### config.mk
export PLATFORM = sky130hd
export DESIGN_NAME = rx78_cart_loader
export DESIGN_NICKNAME = d
export VERILOG_FILES = /design/src/rtl/rx78_cart_loader.sv
export SDC_FILE = /design/constraint.sdc
export NUM_CORES = 1
export LEC_CHECK = 0
export BUFFER_PORTS_ARGS = -buffer_cell sky130_fd_sc_hd__buf_2
export CAP_MARGIN = 10
export CORE_ASPECT_RATIO = 1.75
export CORE_MARGIN = 1
export CORE_UTILIZATION = 25
export DETAILED_ROUTE_END_ITERATION = 12
export RECOVER_POWER = 100
export SLEW_MARGIN = 10
export SYNTH_ARGS = -nofsm -noshare
export SYNTH_HDL_FRONTEND = slang
export SYNTH_SLANG_ARGS = --single-unit
### constraint.sdc
create_clock -name clk -period 2.5 [get_ports clk]
set_input_delay 0.5 -clock clk [delete_from_list [all_inputs] [get_ports clk]]
set_output_delay 0.5 -clock clk [all_outputs]
set_load 0.02 [all_outputs]
### src/rtl/rx78_cart_loader.sv
// HPS upload -> rx78 cartridge/ext-RAM write loader with byte FIFO and CPU hold.
// Optional checksum accumulator is built when RX78_LOADER_CHECKSUM_EN is defined.
module rx78_cart_loader #(
    parameter int FIFO_DEPTH  = 4,
    parameter int HOLD_CYCLES = 16,
    parameter int CART_INDEX  = 1
) (
    input  logic        clk,
    input  logic        reset_n,
    input  logic        upload,
    input  logic [7:0]  upload_index,
    input  logic        upload_wr,
    input  logic [24:0] upload_addr,
    input  logic [7:0]  upload_data,
    output logic        upload_wait,
    output logic        mem_req,
    input  logic        mem_ack,
    output logic [15:0] mem_addr,
    output logic [7:0]  mem_data,
    output logic        mem_ext,
    output logic        cpu_reset,
    output logic        loaded,
    output logic        overflow,
    output logic [15:0] byte_count,
    output logic [15:0] checksum
);
    localparam int AW = $clog2(FIFO_DEPTH);

    localparam logic [1:0] ST_IDLE  = 2'd0;
    localparam logic [1:0] ST_LOAD  = 2'd1;
    localparam logic [1:0] ST_DRAIN = 2'd2;
    localparam logic [1:0] ST_HOLD  = 2'd3;

    logic [1:0]    state_q, state_d;
    logic [7:0]    hold_q, hold_d;
    logic          active, active_q, start;
    logic          clear, finish;
    logic [AW-1:0] wptr_q, rptr_q;
    logic [AW:0]   count_q, count_d;
    logic [24:0]   fifo_mem [FIFO_DEPTH];
    logic [24:0]   head;
    logic          empty, full, push, pop, strobe, drop, in_map, map_ext;
    logic [15:0]   map_addr;
    logic          wait_q, overflow_q, loaded_q;
    logic [15:0]   byte_count_q, byte_count_d;

    assign active = upload && (upload_index == 8'(CART_INDEX));
    assign start  = active && !active_q;
    assign strobe = active && upload_wr;

    // Offsets 0x0000-0x3FFF land in cartridge ROM at 0x2000, 0x4000-0x8FFF in ext-RAM at 0x6000.
    assign in_map   = upload_addr < 25'h0_9000;
    assign map_ext  = upload_addr >= 25'h0_4000;
    assign map_addr = map_ext ? (16'h6000 + (upload_addr[15:0] - 16'h4000))
                              : (16'h2000 + upload_addr[15:0]);

    assign empty = (count_q == '0);
    assign full  = (count_q == (AW+1)'(FIFO_DEPTH));
    assign pop   = !empty && mem_ack;
    assign push  = strobe && in_map && (!full || pop);
    assign drop  = strobe && (!in_map || (full && !pop));

    always_comb begin
        count_d = count_q;
        if (push && !pop)
            count_d = count_q + (AW+1)'(1);
        else if (pop && !push)
            count_d = count_q - (AW+1)'(1);
    end

    always_ff @(posedge clk) begin
        if (push)
            fifo_mem[wptr_q] <= {map_addr, upload_data, map_ext};
    end

    assign head     = fifo_mem[rptr_q];
    assign mem_req  = !empty;
    assign mem_addr = empty ? 16'h0000 : head[24:9];
    assign mem_data = empty ? 8'h00 : head[8:1];
    assign mem_ext  = empty ? 1'b0 : head[0];

    always_comb begin
        state_d = state_q;
        hold_d  = hold_q;
        clear   = 1'b0;
        finish  = 1'b0;
        case (state_q)
            ST_IDLE: begin
                if (start) begin
                    state_d = ST_LOAD;
                    clear   = 1'b1;
                end
            end
            ST_LOAD: begin
                if (!active)
                    state_d = ST_DRAIN;
            end
            ST_DRAIN: begin
                if (start) begin
                    state_d = ST_LOAD;
                    clear   = 1'b1;
                end else if (empty) begin
                    state_d = ST_HOLD;
                    hold_d  = 8'(HOLD_CYCLES);
                end
            end
            ST_HOLD: begin
                // Leaving on the count of 1 makes the hold exactly HOLD_CYCLES clocks long.
                if (start) begin
                    state_d = ST_LOAD;
                    clear   = 1'b1;
                end else if (hold_q <= 8'd1) begin
                    state_d = ST_IDLE;
                    finish  = 1'b1;
                end else begin
                    hold_d = hold_q - 8'd1;
                end
            end
            default: state_d = ST_IDLE;
        endcase
    end

    always_comb begin
        byte_count_d = clear ? 16'h0000 : byte_count_q;
        if (pop && byte_count_d != 16'hFFFF)
            byte_count_d = byte_count_d + 16'd1;
    end

    always_ff @(posedge clk or negedge reset_n) begin
        if (!reset_n) begin
            state_q      <= ST_IDLE;
            hold_q       <= 8'd0;
            active_q     <= 1'b0;
            wptr_q       <= '0;
            rptr_q       <= '0;
            count_q      <= '0;
            wait_q       <= 1'b0;
            overflow_q   <= 1'b0;
            loaded_q     <= 1'b0;
            byte_count_q <= 16'h0000;
        end else begin
            state_q      <= state_d;
            hold_q       <= hold_d;
            active_q     <= active;
            count_q      <= count_d;
            byte_count_q <= byte_count_d;
            if (push)
                wptr_q <= wptr_q + AW'(1);
            if (pop)
                rptr_q <= rptr_q + AW'(1);
            wait_q <= (count_q >= (AW+1)'(FIFO_DEPTH - 1));
            if (clear)
                overflow_q <= drop;
            else if (drop)
                overflow_q <= 1'b1;
            if (clear)
                loaded_q <= 1'b0;
            else if (finish)
                loaded_q <= !overflow_q;
        end
    end

`ifdef RX78_LOADER_CHECKSUM_EN
    logic [15:0] checksum_q, checksum_d;

    always_comb begin
        checksum_d = clear ? 16'h0000 : checksum_q;
        if (pop)
            checksum_d = checksum_d + {8'h00, head[8:1]};
    end

    always_ff @(posedge clk or negedge reset_n) begin
        if (!reset_n)
            checksum_q <= 16'h0000;
        else
            checksum_q <= checksum_d;
    end

    assign checksum = checksum_q;
`else
    assign checksum = 16'h0000;
`endif

    assign upload_wait = wait_q;
    assign cpu_reset   = (state_q != ST_IDLE);
    assign loaded      = loaded_q;
    assign overflow    = overflow_q;
    assign byte_count  = byte_count_q;
endmodule

==> results.toml, run 1 <==
[timing]
maxSlewViolCount = 0
rsz0062_at_grt = "false"
worstMarginPinSlew_ns = 0.927
hold_viol = 0
fin_crit_sh = 0.951
clock_skew_ns = 0.00679
finalSetupViolCount = 0
clock.fmax_mhz = 421
slew_headroom = 0.382
fin_crit_ns = 2.38
holdWs_ns = 0.337

[worst_setup_path]
worstPathMaxFanout = 20
start_kind = "flop"
cp.arrival_ns = 1.88
critical_path_class = "flop to output pin"
cp-end-kind = "output pin"
critPathRequiredTime_ns = 2.00

[finish]
stdcell_count = 849
layout-drive-gt1-share = 0.257
final_area_sq_um = 7550
nets = 590
area_growth_pct = 25.0
n_antenna_cell = 0
fin_util = 0.321

[route]
wl_per_cell_um = 14.7
wirelength_um = 12400
drc = 0
drt-pass1-iter-count = 4
via_per_inst = 4.36
drt_iter0_markers = 126
ant_nets = 0
vias = 3704

[outcome]
status = "finished clean"

[cts]
cts_buffers = 17
htreeDepth = 4
cts_tree = "yes"
clk_pin_slew_worst_paths_ns = 0.06
cts-root-buf = "clkbuf_16"
clock_path_buffers = 2
cts.sinks = 137
insertion_delay_ns = 0.42

[floorplan]
io-pin-count = 108
start_util = 0.257
coreArea_sq_um = 23500
die_area_sq_um = 24800
die_w_um = 120
die_y_um = 208
fp-row-count = 74

[synthesis]
yosys_warnings = 0
synth_top_area_frac = 0.497
syn_area_sq_um = 6040
yosysUniqueCellTypes = 49
synthCells = 409
synthArstFlopShare = 0.270
synth_flop_cell = "edfxtp_1"
synth_top_cell_by_area = "edfxtp_1"
yosysSeqAreaShare = 0.650
synth.ff_latch_count = 137
synth.avg_cell_area_sq_um = 14.8
synth.area.top_cells = "edfxtp_1 50%, dfrtp_1 15%, mux4_2 9.3%"
synth_edf_count = 100

[placement]
port_buffers = 91
gp_congestion = 0.757
dp_cells = 815
post_dp_cell_area_sq_um = 7070
post-dp-hpwl_um = 8710

[global_route]
antenna_found_initial = 0
grt_pass1_wl_um = 19900
first_global_vias = 3847
grt_max_degree = 27
overflow = 0
grt_usage = 0.108

[power_and_ir_drop]
seqPwrFrac = 0.372
p_int_mw = 5.16
clockPowerShare = 0.313
power.total_mw = 7.78
switching_share = 0.336
power_switching_mw = 2.61
irDropWorstVdd_mv = 0.405
power_density_nw_per_um2 = 1030
leakage_nw = 2.78
pwr-share-comb = 0.315

[min_path]
hold_path.class = "input port to flop"

[flow_run]
cap_violations = 0
critical path: stages, from the launching register on:
cell and delay [ns]:
dfrtp_2 0.39, buf_12 0.21, mux4_2 0.53, nor2b_1 0.15, clkbuf_2 0.16
kinds of logic (layout without fill, tap and decap cells):
kind of cell / count (synthesis) / after routing / share of synthesized area
XOR/XNOR: 16 / 16 / 0.0232
multiplexers: 30 / 30 / 0.102
adder cells (fa/ha/maj): 12 / 12 / 0.0261
AO/OA/AOI/OAI: 42 / 42 / 0.0462
other: 1 / 16 / 0.000621
buffers and inverters: 46 / 167 / 0.0389
flip-flops: 137 / 137 / 0.650
AND/OR/NAND/NOR: 125 / 125 / 0.113
routing by layer:
metal | track usage | vias to the layer above | part of all wire
met3 | 0.0291 | 17 | 0.044
met5 | 0 | - | 0
met2 | 0.197 | 114 | 0.55
met1 | 0.113 | 1833 | 0.39
met4 | 0.0474 | 0 | 0.019
li1 | - | 1740 | -
cells in the final DEF (no fill, tap or decap), types with 4 or more instances in the layout:
cell / n
nand2_1: 22
clkinvlp_4: 4
nor2_1: 20
or3_1: 5
and3_1: 4
conb_1: 16
a21o_1: 4
clkbuf_16: 17
buf_4: 13
ha_1: 11
clkbuf_2: 25
o21ai_0: 4
nor2b_1: 27
dfrtp_1: 36
buf_6: 4
mux4_2: 25
and2_1: 5
nor3_1: 5
buf_2: 25
xnor2_1: 13
clkbuf_1: 50
nor4_1: 8
a31oi_1: 5
inv_1: 13
edfxtp_1: 100
nand3_1: 8
o21a_1: 4
a21oi_1: 11
repair_timing:
| item | CTS | global route |
|---|---|---|
| setup endpoints to repair | 21 | 0 |
| buffers inserted | 1 | 0 |
| hold buffers | 1 | 0 |
| hold endpoints to repair | 15 | 0 |
| resized for setup | 1 | 0 |
final cells by class:
class | instances | area (sq um)
clock buffers | 17 | 425
flip-flops and latches | 137 | 3930
fillers | 2370 | 16000
clock inverters | 15 | 151
multi-input cells | 241 | 1960
well taps | 304 | 380
inverters | 13 | 48.8
repair buffers | 122 | 658
path summary, 6_finish.rpt:
path | start | end | slack (ns) | cells after the start
max | rptr_q[0] | mem_addr[1] | 0.12 | 4
min reg2reg | hold_q[7] | hold_q[7] | 0.51 | 1
min | upload_data[7] | fifo_mem[1][8] | 0.34 | 1
max in group asynchronous | reset_n | rptr_q[0] | 0.71 | 3
min in group asynchronous | reset_n | hold_q[1] | 0.74 | 2
max reg2reg | count_q[0] | byte_count[15] | 0.19 | 7
sequential cells by signal, indices dropped and copies added, names as in the netlist:
signal	cells
wptr_q	2
overflow	1
active_q	1
loaded	1
hold_q	8
state_q	2
rptr_q	2
byte_count	16
count_q	3
upload_wait	1
fifo_mem	100
synthesized netlist by cell type, types with 3 or more instances:
library cell,instances
a211oi_1,3
a21o_1,4
a21oi_1,11
a31oi_1,5
and2_1,6
and3_1,4
buf_4,16
clkbuf_1,15
dfrtp_1,37
edfxtp_1,100
ha_1,11
inv_1,12
mux2_2,3
mux4_2,25
nand2_1,23
nand3_1,9
nand4_1,3
nor2_1,20
nor2b_1,27
nor3_1,5
nor4_1,8
o21a_1,4
o21ai_0,4
o31ai_1,3
or2_2,3
or3_1,5
or4_1,3
xnor2_1,13
xor2_1,3
power by group through the flow:
stage          Combinational, mW  Sequential, mW  Clock (mW)
6_report                    2.45            2.89        2.43
5_1_grt                     2.69            2.94        2.61
4_1_cts                     2.55            2.90        2.51
3_5_place_dp                2.49            2.97           0
3_3_place_gp                2.47            2.98           0
2_1_floorplan               1.69            2.95           0
stage by stage:
stage / TNS [ns] / setup slack [ns]
4_1_cts: 0 / 0.0599
3_3_place_gp: -3.31 / -0.217
6_report: 0 / 0.123
5_1_grt: 0 / 0.00341
2_1_floorplan: -0.0110 / -0.0110
3_5_place_dp: -5.15 / -0.236
(Power assumes the default switching activity.)
==> inputs of run 2 (changes only) <==
clock period = 2.9 ns   (was 2.5 ns; I/O delays follow)
==> run 2 against run 1 <==
The run now ends with capacitance limit, slew limit left. Sequential power down 13%. Cell count down 1.4%. Via count fell by 1.1%. Clock skew increased by 0.0051 ns. Setup slack improved by 0.083 ns. Critical path depth stayed put. Die area stayed put. Register-to-register slack improved by 0.11 ns. Clock power decreased by 8%. Critical path type unchanged. Largest cell class unchanged.
==> results.toml, run 2 (synthesized netlist as in run 1, its figures left out) <==
[floorplan]
start_util = 0.257
io-pin-count = 108
fp-row-count = 74
die_area_sq_um = 24800
coreArea_sq_um = 23500
die_y_um = 208
die_w_um = 120

[finish]
n_antenna_cell = 0
area_growth_pct = 22.7
nets = 578
largest_reg_flops = 100
final_common_cell = "edfxtp_1"
ff_latch_area_sq_um = 3930
n_fill_cell = 2401
stdcell_count = 837
final_cell_mix = "100 x edfxtp_1, 57 x clkbuf_1, 36 x dfrtp_1"
top_register = "fifo_mem"
layout-drive-gt1-share = 0.225
multi_input_area_sq_um = 1930

[placement]
port_buffers = 91
dp_cells = 805
gp_congestion = 0.739
post-dp-hpwl_um = 8590

[cts]
cts_buffers = 17
hold_buffers = 0
cts.sinks = 137
postCtsSetupBuffers = 0
htreeDepth = 4
insertion_delay_ns = 0.42
clk_pin_slew_worst_paths_ns = 0.07
cts_tree = "yes"
clock_path_buffers = 2
cts_resized = 0
cts-root-buf = "clkbuf_16"

[min_path]
min_from = "upload_wr"
hold_path.class = "input port to flop"
hold_depth = 3

[global_route]
grt_pass1_wl_um = 20200
grt_max_degree = 38
overflow = 0
first_global_vias = 3736
antenna_found_initial = 0
grt_usage = 0.109

[timing]
worstMarginPinSlew_ns = 2.15
clock.fmax_mhz = 371
tns_ns = 0
fin_crit_ns = 2.69
fin_crit_sh = 0.929
finalSetupViolCount = 0
hold_viol = 0
clock_skew_ns = 0.0119
slew_headroom = -0.433
rsz0062_at_grt = "false"
maxSlewViolCount = 38

[route]
via_per_inst = 4.38
wirelength_um = 12800
ant_nets = 0
wl_per_cell_um = 15.3
drc = 0
drt_iter0_markers = 182
vias = 3665
drt-pass1-iter-count = 4

[worst_setup_path]
max_stage_delay_ns = 0.54
start_kind = "flop"
critPathRequiredTime_ns = 2.32
cp-end-kind = "output pin"
cp.arrival_ns = 2.11
reg2reg_depth = 7
crit_cells = 4
path_buf_inv = 2
worstPathCellList = "buf_4, mux4_2, nor2b_1, clkbuf_2"
cp_top_family = "multiplexers"
cp_slowest_cell = "mux4_2"
critical_path_class = "flop to output pin"
startpoint = "rptr_q[0]"
worstPathMaxFanout = 11
timing.rr.start = "count_q[0]"

[outcome]
violations = "capacitance limit, slew limit"
status = "finished, violations left"

[power_and_ir_drop]
irDropWorstVdd_mv = 0.333
power_density_nw_per_um2 = 913
leakage_nw = 2.69

[flow_run]
cap_violations = 1
-- run 2: cell types whose count changed in the layout (fill, tap and decap cells not counted), moves of 3 or more --
| cell | change |
|---|---|
| clkbuf_1 | +7 |
| clkbuf_2 | -7 |
| buf_6 | -4 |
| clkbuf_4 | +3 |
| buf_12 | -3 |
| buf_4 | -5 |
-- run 2: worst paths after layout --
check	end	slack, ns
min in group asynchronous	hold_q[0]	0.78
max in group asynchronous	rptr_q[0]	0.72
min	overflow	0.42
max	mem_addr[13]	0.21
min reg2reg	rptr_q[1]	0.48
max reg2reg	hold_q[1]	0.30
-- run 2: layout make-up --
class / instances / area share
Sequential cell: 137 / 0.530
Multi-Input combinational cell: 241 / 0.260
Timing Repair Buffer: 110 / 0.0687
Clock buffer: 17 / 0.0574
Tap cell: 304 / 0.0513
Clock inverter: 15 / 0.0255
Inverter: 13 / 0.00658
-- run 2: where the power goes --
group / internal [mW] / switching [mW]
clock: 1.37 / 0.863
combinational: 0.852 / 1.18
sequential: 2.27 / 0.230
total: 4.49 / 2.27
-- run 2: layer usage --
| layer | GRT usage | wire [um] | up-vias |
|---|---|---|---|
| met2 | 0.197 | 7150 | 107 |
| met3 | 0.0299 | 503 | 14 |
| met5 | 0 | 0 | - |
| met4 | 0.0448 | 181 | 0 |
| li1 | - | - | 1728 |
| met1 | 0.119 | 4990 | 1816 |
-- run 2: through the flow --
| step | instance area (sq um) | util | power (mW) | setup slack, ns | hold slack, ns |
|---|---|---|---|---|---|
| final | 7410 | 0.315 | 6.77 | 0.206 | 0.416 |
| after global routing | 7410 | 0.315 | 7.16 | 0.0401 | 0.402 |
| after CTS | 7560 | 0.322 | 6.95 | 0.108 | 0.296 |
| after detailed placement | 6950 | 0.295 | 4.68 | 0.00280 | 0.469 |
| after global placement | 6950 | 0.295 | 4.68 | 0.0470 | 0.467 |
| after floorplan | 6100 | - | 3.99 | 0.0949 | 0.284 |
-- run 2: worst min-delay path, stage by stage --
cell,delay [ns]
buf_2,0.10
nand2_1,0.05
o22ai_1,0.07
==> inputs of run 3 (changes only) <==
clock period = 3.2 ns   (was 2.9 ns; I/O delays follow)
==> run 3 against run 2 <==
The flow still finishes with violations (capacitance limit, slew limit). Non-clock buffer count is 8 lower. Largest cell class unchanged. Sequential share of layout area is 0.90 points higher. Combinational power decreased by 12%. Cell count fell by 0.96%. Flip-flop and latch count unchanged. Wire length grew 0.18%. Critical path depth unchanged. Clock skew decreased by 0.0042 ns. Register-to-register slack better by 0.18 ns. Design area is 1.7% lower.
==> results.toml, run 3 (synthesized netlist as in run 1, its figures left out) <==
[outcome]
status = "finished, violations left"
violations = "capacitance limit, slew limit"

[floorplan]
die_y_um = 208
die_area_sq_um = 24800
io-pin-count = 108
coreArea_sq_um = 23500
fp-row-count = 74
start_util = 0.257
die_w_um = 120

[worst_setup_path]
critical_path_class = "flop to output pin"
cp-end-kind = "output pin"
cp.arrival_ns = 2.18
worst-r2r-setup-slack_ns = 0.48
cp_slowest_cell = "dfrtp_2"
r2r_end = "byte_count[15]"
worstPathMaxFanout = 16
start_kind = "flop"
worstPathCellList = "buf_12, mux4_2, nor2b_1, clkbuf_1"
critPathRequiredTime_ns = 2.56
timing.rr.start = "count_q[0]"
reg2reg_depth = 7
max_stage_delay_ns = 0.65

[timing]
clock.fmax_mhz = 355
fin_crit_sh = 0.881
worstMarginPinSlew_ns = 2.12
tns_ns = 0
finalSetupViolCount = 0
maxSlewViolCount = 38
clock_skew_ns = 0.00774
hold_viol = 0
slew_headroom = -0.413
rsz0062_at_grt = "false"
fin_crit_ns = 2.82
fin_ws_ns = 0.382

[min_path]
hold_path.class = "flop to flop"
hold_depth = 1
worst_hold_path.endpoint = "rptr_q[1]"
min_from = "rptr_q[1]"

[route]
vias = 3660
drc = 0
ant_nets = 0
wirelength_um = 12800
drt-pass1-iter-count = 4
drt_iter0_markers = 155
wl_per_cell_um = 15.5
via_per_inst = 4.41

[finish]
area_growth_pct = 20.6
nets = 570
layout-drive-gt1-share = 0.175
largest_reg_flops = 100
n_antenna_cell = 0
final_common_cell = "edfxtp_1"
final_cell_mix = "100 x edfxtp_1, 71 x clkbuf_1, 36 x dfrtp_1"
n_fill_cell = 2437
top_register = "fifo_mem"

[global_route]
grt_max_degree = 38
first_global_vias = 3763
overflow = 0
grt_usage = 0.110
antenna_found_initial = 0
grt_pass1_wl_um = 20400

[cts]
cts.sinks = 137
cts-root-buf = "clkbuf_16"
cts_resized = 0
clock_path_buffers = 2
cts_buffers = 17
clk_pin_slew_worst_paths_ns = 0.05
htreeDepth = 4
hold_buffers = 0
cts_tree = "yes"
postCtsSetupBuffers = 0
insertion_delay_ns = 0.41

[placement]
port_buffers = 91
dp_slack_ns = 0.168
post-dp-hpwl_um = 8530
gp_congestion = 0.787

[power_and_ir_drop]
irDropWorstVdd_mv = 0.303
leakage_nw = 2.59
power_density_nw_per_um2 = 812

[flow_run]
cap_violations = 1
[run 3: cell count changes in the layout (fill, tap and decap cells not counted), moves of 4 or more]
cell      previous run  this run
buf_4                8         3
clkbuf_4             4         0
clkbuf_2            18         4
clkbuf_1            57        71
inv_6                5         0
clkinv_1             1         5
[run 3: worst max path at each step]
stage                          startpoint               to  cells after the start
after floorplan           upload_index[6]    byte_count[6]                     12
after global placement    upload_index[6]    byte_count[6]                     12
after detailed placement  upload_index[6]    byte_count[6]                     12
after CTS                       rptr_q[0]      mem_data[0]                      4
after global routing      upload_addr[13]  fifo_mem[1][16]                     10
final                           rptr_q[0]      mem_data[1]                      4
[run 3: final cells by class]
class | count | area (sq um) | area share
Clock buffer | 18 | 429 | 0.0589
Inverter | 13 | 48.8 | 0.00669
Timing Repair Buffer | 102 | 445 | 0.0611
Sequential cell | 137 | 3930 | 0.539
Multi-Input combinational cell | 241 | 1920 | 0.264
Tap cell | 304 | 380 | 0.0522
Clock inverter | 14 | 133 | 0.0182
[run 3: per-layer routing]
layer,global-route usage,up-vias,part of all wire
li1,-,1709,-
met1,0.115,1827,0.40
met2,0.202,112,0.55
met3,0.0313,12,0.037
met4,0.0474,0,0.013
met5,0,-,0
[run 3: metrics by stage]
step,total power [mW],instances,hold WS (ns),util,area (sq um)
after global routing,6.27,829,0.482,0.310,7290
after global placement,4.24,797,0.470,0.293,6900
after detailed placement,4.25,797,0.480,0.293,6900
after CTS,6.15,829,0.351,0.317,7460
after floorplan,3.62,424,0.344,-,6100
final,5.92,829,0.473,0.310,7290
[run 3: power breakdown]
part	switching, mW	internal (mW)	leakage [nW]
Sequential	0.232	2.06	1.36
Clock	0.716	1.13	0.263
Combinational	1.05	0.733	0.965
[run 3: critical path: cells and delay by family, from the launching register on]
family                 cells  cell delay [ns]
and+or+nand+nor            1             0.14
muxes                      1             0.53
buffers and inverters      2             0.43
DFF                        1             0.65
